==> config.mk <==
export PLATFORM = sky130hd
export DESIGN_NAME = mem_stage
export DESIGN_NICKNAME = d
export VERILOG_FILES = /design/src/rtl/mem_stage.sv
export SDC_FILE = /design/constraint.sdc
export NUM_CORES = 1
export LEC_CHECK = 0
export CAP_MARGIN = 10
export CORE_MARGIN = 2
export CORE_UTILIZATION = 28
export DETAILED_ROUTE_END_ITERATION = 8
export HOLD_SLACK_MARGIN = 0.06
export PLACE_DENSITY_LB_ADDON = 0.1
export SYNTH_ARGS = -nofsm -noshare
export SYNTH_HDL_FRONTEND = slang
export SYNTH_SLANG_ARGS = --single-unit
==> constraint.sdc <==
create_clock -name clk -period 3.1 [get_ports clk]
set_input_delay 0.62 -clock clk [delete_from_list [all_inputs] [get_ports clk]]
set_output_delay 0.62 -clock clk [all_outputs]
set_load 0.05 [all_outputs]
==> src/rtl/mem_stage.sv <==
// Memory/writeback stage: drives the data-memory bus, formats load data and the register write-back.
// Define MISALIGN_TRAP_EN to suppress misaligned LW/LH/LHU/SH accesses and pulse misalign instead.
module mem_stage (
    input  logic        clk,
    input  logic        rst,
    input  logic [31:0] alu_in,
    input  logic [31:0] store_data_in,
    input  logic [31:0] instruction_in,
    input  logic [31:0] PC_in,
    output logic        dmem_req,
    output logic        dmem_we,
    output logic [31:0] dmem_addr,
    output logic [31:0] dmem_wdata,
    output logic [3:0]  dmem_wstrb,
    input  logic        dmem_gnt,
    input  logic        dmem_rvalid,
    input  logic [31:0] dmem_rdata,
    output logic        stall,
    output logic [31:0] wdata,
    output logic        reg_wr,
    output logic        misalign
);
    localparam logic [1:0] IDLE      = 2'd0;
    localparam logic [1:0] REQ_WAIT  = 2'd1;
    localparam logic [1:0] RESP_WAIT = 2'd2;
    localparam logic [1:0] DONE      = 2'd3;

    logic [1:0]  state_q, state_d;
    logic [31:0] load_q, load_d;

    logic [4:0]  opcode;
    logic [2:0]  func3;
    logic [4:0]  rd;
    logic        valid, is_load, is_store, is_jump, is_branch;
    logic        is_byte, is_half, misaligned, mem_ok;
    logic [3:0]  lane_strb;
    logic [31:0] lane_wdata, load_fmt;
    logic [7:0]  ld_byte;
    logic [15:0] ld_half;
    logic        unused_instr;

    assign opcode       = instruction_in[6:2];
    assign func3        = instruction_in[14:12];
    assign rd           = instruction_in[11:7];
    assign unused_instr = ^instruction_in[31:15];

    assign valid     = (instruction_in[1:0] == 2'b11);
    assign is_load   = valid && (opcode == 5'b00000);
    assign is_store  = valid && (opcode == 5'b01000);
    assign is_jump   = valid && ((opcode == 5'b11011) || (opcode == 5'b11001));
    assign is_branch = valid && (opcode == 5'b11000);
    assign is_byte   = (func3[1:0] == 2'b00);
    assign is_half   = (func3[1:0] == 2'b01);

`ifdef MISALIGN_TRAP_EN
    // Word stores are deliberately not trapped; only LW and halfword accesses are.
    assign misaligned = (is_load && !is_byte && !is_half && (alu_in[1:0] != 2'b00))
                     || ((is_load || is_store) && is_half && alu_in[0]);
`else
    assign misaligned = 1'b0;
`endif

    assign mem_ok   = (is_load || is_store) && !misaligned;
    assign misalign = misaligned && (state_q == IDLE);

    always_comb begin
        if (is_byte) begin
            lane_strb  = 4'b0001 << alu_in[1:0];
            lane_wdata = {4{store_data_in[7:0]}};
        end else if (is_half) begin
            lane_strb  = 4'b0011 << {alu_in[1], 1'b0};
            lane_wdata = {2{store_data_in[15:0]}};
        end else begin
            lane_strb  = 4'b1111;
            lane_wdata = store_data_in;
        end
    end

    assign ld_byte = load_q[{alu_in[1:0], 3'b000} +: 8];
    assign ld_half = alu_in[1] ? load_q[31:16] : load_q[15:0];

    always_comb begin
        if (is_byte) begin
            load_fmt = func3[2] ? {24'd0, ld_byte} : {{24{ld_byte[7]}}, ld_byte};
        end else if (is_half) begin
            load_fmt = func3[2] ? {16'd0, ld_half} : {{16{ld_half[15]}}, ld_half};
        end else begin
            load_fmt = load_q;
        end
    end

    always_comb begin
        state_d  = state_q;
        load_d   = load_q;
        dmem_req = 1'b0;
        dmem_we  = 1'b0;
        stall    = 1'b0;
        case (state_q)
            IDLE: begin
                if (mem_ok && is_load) begin
                    dmem_req = 1'b1;
                    stall    = 1'b1;
                    state_d  = dmem_gnt ? RESP_WAIT : REQ_WAIT;
                end else if (mem_ok && is_store) begin
                    // Stores retire on grant; no response is awaited.
                    dmem_req = 1'b1;
                    dmem_we  = 1'b1;
                    stall    = !dmem_gnt;
                end
            end
            REQ_WAIT: begin
                dmem_req = 1'b1;
                stall    = 1'b1;
                if (dmem_gnt) state_d = RESP_WAIT;
            end
            RESP_WAIT: begin
                stall = 1'b1;
                if (dmem_rvalid) begin
                    load_d  = dmem_rdata;
                    state_d = DONE;
                end
            end
            // The load is still presented upstream here, so no request may be raised.
            DONE:    state_d = IDLE;
            default: state_d = IDLE;
        endcase
    end

    assign dmem_addr  = {alu_in[31:2], 2'b00};
    assign dmem_wstrb = dmem_req ? lane_strb : 4'b0000;
    assign dmem_wdata = dmem_we ? lane_wdata : 32'd0;

    assign wdata  = is_load ? load_fmt : (is_jump ? PC_in + 32'd4 : alu_in);
    assign reg_wr = valid && !is_store && !is_branch && (rd != 5'd0) && !stall && !misalign;

    always_ff @(posedge clk) begin
        if (!rst) begin
            state_q <= IDLE;
            load_q  <= 32'd0;
        end else begin
            state_q <= state_d;
            load_q  <= load_d;
        end
    end
endmodule

# After elaboration in Yosys (flattened, before gate mapping)
# Cells that the tools add are included.
# word_totals
reg_bits	34
latchBits	0
ramBits	0
rom_bits	0
inputBits	164
output_inout_bits	105
word_cells	67
n_memories	0
# classes
add_sub_neg	1
n_mul	0
div_mod_pow	0
magnitude_cmp	0
eq_ne	12
shifts	3
mux	26
bitwise	0
reduce_logical	23
# ops
operator	n
$mux W32	9
$add A32 B3 Y32 const B	1
$shiftx A32 B6 Y8	1
$mux W16	1
$eq A5 B5 Y1 const B	3
$mux W4	3
$logic_and A1 B1 Y1	10
$mux W2	4
$pmux W2 S4	1
$eq A2 B2 Y1 const B	3
$mux W1	6
$eq A5 B4 Y1 const B	1
$logic_not A5 Y1	1
$reduce_bool A5 Y1	1
$eq A2 B1 Y1 const B	2
$logic_not A1 Y1	4
$logic_not A2 Y1	2
$ne A2 B2 Y1 const B	2
$pmux W1 S2	2
$shl A1 B2 Y4 const A	1
$shl A2 B2 Y4 const A	1
$reduce_and A3 Y1	1
$logic_or A1 B1 Y1	2
$ne A2 B1 Y1 const B	1
other kinds (2)	2

# Logic depth before layout (Yosys ltp)
# logic_depth
word_depth	9
ltp_mapped	7

# Worst setup path before layout
# OpenSTA, ideal clock, no wires.
# synth_timing
path_type	input-to-output
start	input instruction_in[0]
end	output reg_wr
arrival_time_ns	3.687
slack_ns	-1.207
path_stages	5
n_path_buf	0
cell_sequence	nand2_1 nor2_1 a31oi_1 nor2_1 a2111oi_0
# synth_via
elab_chain_len	9
elab_cells_between_ends	17
# synth_lines
element	line_no	source
start: declaration	8	input logic [31:0] instruction_in,
$eq A2 B2 Y1 (*)	47	assign valid = (instruction_in[1:0] == 2'b11);
$logic_and A1 B1 Y1 (on tied branches)	48, 49	
$logic_or A1 B1 Y1	63	assign mem_ok = (is_load || is_store) && !misaligned;
$logic_and A1 B1 Y1	104	end else if (mem_ok && is_store) begin
$mux W1	104	
$mux W1 (*)	100	if (mem_ok && is_load) begin
$pmux W1 S2 (*)	98	case (state_q)
named net stall	18	output logic stall,
$logic_not A1 Y1 (*)	134	assign reg_wr = valid && !is_store && !is_branch && (rd != 5'd0) && !stall && !misalign;
$logic_and A1 B1 Y1 (*)	134	
end: declaration	20	output logic reg_wr,
# The timed path passes the listed nets; every way through them passes the cells marked *.

# Final worst setup path
# layout_timing
start	input instruction_in[3]
end	output wdata[20]
# layout_via
elab_chain_len	5
elab_cells_between_ends	8
# layout_lines
element	line_no	source
$eq A5 B5 Y1	50	assign is_jump = valid && ((opcode == 5'b11011) || (opcode == 5'b11001));
$logic_or A1 B1 Y1	50	
$logic_and A1 B1 Y1	50	
$mux W32	133	assign wdata = is_load ? load_fmt : (is_jump ? PC_in + 32'd4 : alu_in);
$mux W32 (*)	133	
end: declaration	19	output logic [31:0] wdata,
# Mark *: on every way between the ends. The rest lies on a longest branch, timed or not.

==> flow_summary.rst <==
.. list-table::
   :header-rows: 1

   * - Metric
     - Value
   * - Final setup fails
     - 0
   * - RD Place Congestion
     - 0.950
   * - Final worst hold slack
     - 0.465 ns
   * - Number of flip-flops and latches in the synthesized netlist
     - 34
   * - Hold Crit Start
     - load_q[0]
   * - Num CTS Buffers
     - 5
   * - Arrival time of data at the critical path endpoint
     - 2.46 ns
   * - Number of antenna violations at the first check in global routing
     - 1
   * - First-pass iteration count of the detailed router
     - 5
   * - Fillers
     - 1173
   * - Area growth syn-to-layout
     - 113%
   * - Count of yosys warnings during synthesis
     - 0
   * - Setup repair after global routing missed its margin
     - yes
   * - Cell Area, Placed
     - 0.00744 mm^2
   * - Crit path buf inv count
     - 4
   * - Max-cap check violation count
     - 0
   * - Row count
     - 42
   * - Headroom to the max-slew limit
     - 66.6%
   * - Worst EP required
     - 2.48 ns
   * - Post-synthesis cell area
     - 0.00375 mm^2
   * - Actual slew at the worst max-slew pin
     - 0.500 ns
   * - Root cell of the clock tree
     - sky130_fd_sc_hd__clkbuf_16
   * - Reg clk slew, reported paths
     - 0.05 ns
   * - Post-synthesis sequential area ratio
     - 18.1%
   * - Crit. End Element
     - primary output
   * - DR WL/cell
     - 17.3 um
   * - Most common cell after layout, fill and taps aside
     - sky130_fd_sc_hd__clkdlybuf4s50_1
   * - Multi-input logic area
     - 0.00306 mm^2
   * - Violation count after the first detailed-routing iteration
     - 376
   * - Max-slew violations
     - 0
   * - Total half-perimeter wirelength after legalization and detailed placement
     - 14700 um
   * - Port buffer count
     - 248
   * - Initial Util
     - 28.4%
   * - Share of flip-flops with an asynchronous set or reset
     - 0%
   * - Setup TNS after final layout
     - 0 ns
   * - FF+latch area
     - 681 um^2
   * - Detailed-route wire length
     - 17700 um
   * - Crit Path Max Fanout
     - 5
   * - Clock H-tree levels
     - 2
   * - Height of the chip
     - 120 um
   * - Post-synth cell types
     - 47
   * - Final worst path period need
     - 3.08 ns
   * - Global-route usage over all layers
     - 23.3%
   * - Highest clock frequency the design can meet
     - 325 MHz
   * - Primary FF master, synth
     - sky130_fd_sc_hd__dfxtp_1
   * - Number of standard cells in the layout, taps in and fillers out
     - 1023
   * - Final ANT Viol Nets
     - 0
   * - Final Instance Area
     - 0.00799 mm^2
   * - Final Core Density
     - 60.6%
   * - Io pins
     - 269
   * - Crit path max-delay family
     - simple AND/OR/NAND/NOR gates
   * - Post-route DRC
     - 0
   * - Fin. Hold Viols
     - 0
   * - Number of flops mapped to enable cells by yosys
     - 0
   * - Mapped Avg Cell Area
     - 6.70 um^2
   * - Leading cell types in the layout, fill and taps excluded
     - sky130_fd_sc_hd__clkdlybuf4s50_1 (153), sky130_fd_sc_hd__nand2_1 (112), sky130_fd_sc_hd__buf_4 (89), sky130_fd_sc_hd__buf_12 (62), sky130_fd_sc_hd__nor2_1 (49)
   * - Number of global-route vias before repair
     - 4975
   * - Maximum number of buffers from clock root to sink
     - 2
   * - Areal power density over the cells
     - 286 mW/mm^2
   * - Run status
     - completed
   * - Number of cells in the design after placement
     - 1004
   * - Total leakage power
     - 3.18 nW
   * - Total via count in the routed design
     - 5094
   * - Global-route wire length before repair
     - 26600 um
   * - Worst-Skew Late Latency
     - 0.28 ns
   * - Largest net degree at the start of global routing
     - 37
   * - Worst setup skew after layout
     - 0.00344 ns
   * - CTS tree
     - yes
   * - Crit-path cells
     - buf_6 > or4_4 > or3_4 > nand2_4 > buf_6 > buf_12 > nor2_4 > a221oi_4 > buf_12
   * - Vias per std cell
     - 4.98
   * - Origin of the critical flop-to-flop path
     - state_q[0]
   * - Die outline width
     - 120 um
   * - Share of cells above drive strength 1
     - 28.7%
   * - Standard cell with the maximum stage delay on the critical path
     - sky130_fd_sc_hd__or4_4
   * - Peak supply drop
     - 0.444 mV
   * - Nets
     - 1014
   * - DIE AREA
     - 0.0143 mm^2
   * - CP startpoint kind
     - input pin
   * - Largest stage delay, worst path
     - 0.54 ns
   * - Final worst-path cycle share
     - 99.3%
   * - CP Class
     - input pin to primary output
   * - Global route overflow
     - 0
   * - Critical Path Start
     - instruction_in[3]
   * - Syn Inst Count
     - 560
   * - TritonCTS sink count
     - 34
   * - CORE AREA
     - 0.0132 mm^2
   * - Worst hold path class
     - flop to flop
cells in the mapped netlist (2+ instances only):
master / n / area share (%)
sky130_fd_sc_hd__a211oi_1: 10 / 2.0
sky130_fd_sc_hd__clkbuf_1: 25 / 2.5
sky130_fd_sc_hd__ha_1: 5 / 1.7
sky130_fd_sc_hd__nor3b_1: 2 / 0.40
sky130_fd_sc_hd__and4_1: 2 / 0.47
sky130_fd_sc_hd__nand2_1: 115 / 12
sky130_fd_sc_hd__o21ai_0: 17 / 2.3
sky130_fd_sc_hd__mux2_2: 5 / 1.5
sky130_fd_sc_hd__nand3_1: 18 / 2.4
sky130_fd_sc_hd__a21oi_1: 33 / 4.4
sky130_fd_sc_hd__nor4_1: 5 / 0.83
sky130_fd_sc_hd__a221o_1: 3 / 0.80
sky130_fd_sc_hd__mux2i_1: 23 / 6.1
sky130_fd_sc_hd__xnor2_1: 9 / 2.1
sky130_fd_sc_hd__and2_1: 18 / 3.0
sky130_fd_sc_hd__o211ai_1: 10 / 2.0
sky130_fd_sc_hd__dfxtp_1: 34 / 18
sky130_fd_sc_hd__nor3_1: 5 / 0.67
sky130_fd_sc_hd__nor2b_1: 5 / 0.83
sky130_fd_sc_hd__inv_1: 11 / 1.1
sky130_fd_sc_hd__nand4_1: 10 / 1.7
sky130_fd_sc_hd__o21a_1: 2 / 0.40
sky130_fd_sc_hd__buf_4: 33 / 6.6
sky130_fd_sc_hd__and3_1: 6 / 1.0
sky130_fd_sc_hd__xor2_1: 19 / 4.4
sky130_fd_sc_hd__o22ai_1: 4 / 0.67
sky130_fd_sc_hd__a211o_1: 2 / 0.47
sky130_fd_sc_hd__buf_2: 2 / 0.27
sky130_fd_sc_hd__buf_1: 5 / 0.50
sky130_fd_sc_hd__a221oi_1: 15 / 3.5
sky130_fd_sc_hd__a21o_1: 3 / 0.60
sky130_fd_sc_hd__a21boi_0: 32 / 6.4
sky130_fd_sc_hd__nor2_1: 58 / 5.8
per-stage QoR:
| step | setup WS, ns | total power [mW] |
|---|---|---|
| after floorplan | -0.440 | 1.17 |
| after global placement | -0.416 | 1.75 |
| after detailed placement | -0.520 | 1.77 |
| after CTS | -0.0144 | 2.29 |
| after global routing | -0.0194 | 2.40 |
| final | 0.0217 | 2.29 |
worst min-delay path: cells and delay by family, from the launching register on:
kind	cells	cell delay, ns
AOI/OAI and AO/OA	1	0.06
DFF	1	0.31
and+or+nand+nor	1	0.05
cell families (layout without fill, tap and decap cells):
kind of cell    count (synthesis)  in the layout  share of synthesized area (%)
mux                            28             28                           7.64
simple gates                  250            250                           29.8
other cells                     1              4                         0.0999
fa+ha+maj                       5              5                           1.67
xor+xnor                       28             28                           6.54
compound gates                138            138                           25.1
buf+inv                        76            360                           11.0
flops                          34             34                           18.1
area by class of cell:
type	instances	area share, %
inverters	11	0.517
clock inverters	2	0.157
multi-input cells	452	38.3
repair buffers	341	48.0
clock buffers	6	1.74
diodes	1	0.0313
flip-flops and latches	34	8.52
well taps	176	2.76
state kept, by name, indices dropped and copies added, names as in the netlist:
register	flops
load_q	32
state_q	2
worst paths after layout:
kind                endpoint  slack (ns)  depth (start not counted)
setup / recovery   wdata[20]        0.02                          9
setup reg to reg  state_q[0]        1.51                          4
hold reg to reg    load_q[0]        0.47                          2
hold / removal     load_q[0]        0.47                          2
repair_timing:
item	4_1_cts	5_1_grt
pin swaps	23	8
hold endpoints to repair	0	0
buffers inserted	7	2
hold buffers	0	0
endpoints found under the setup margin	65	32
cloned	1	0
gates resized for setup	88	23
power by group:
part / internal [mW] / switching (mW)
Combinational: 0.581 / 0.654
Sequential: 0.491 / 0.0685
Clock: 0.317 / 0.176
routing by layer:
metal  vias to the layer above  wire length, um  global-route usage (%)
met4                         0              264                    4.26
met5                         -                0                       0
met1                      2401             7460                    29.1
li1                       2493                -                       -
met3                        19              913                    2.71
met2                       181             9080                    43.2
No activity file was read; power rests on OpenSTA's default activity.
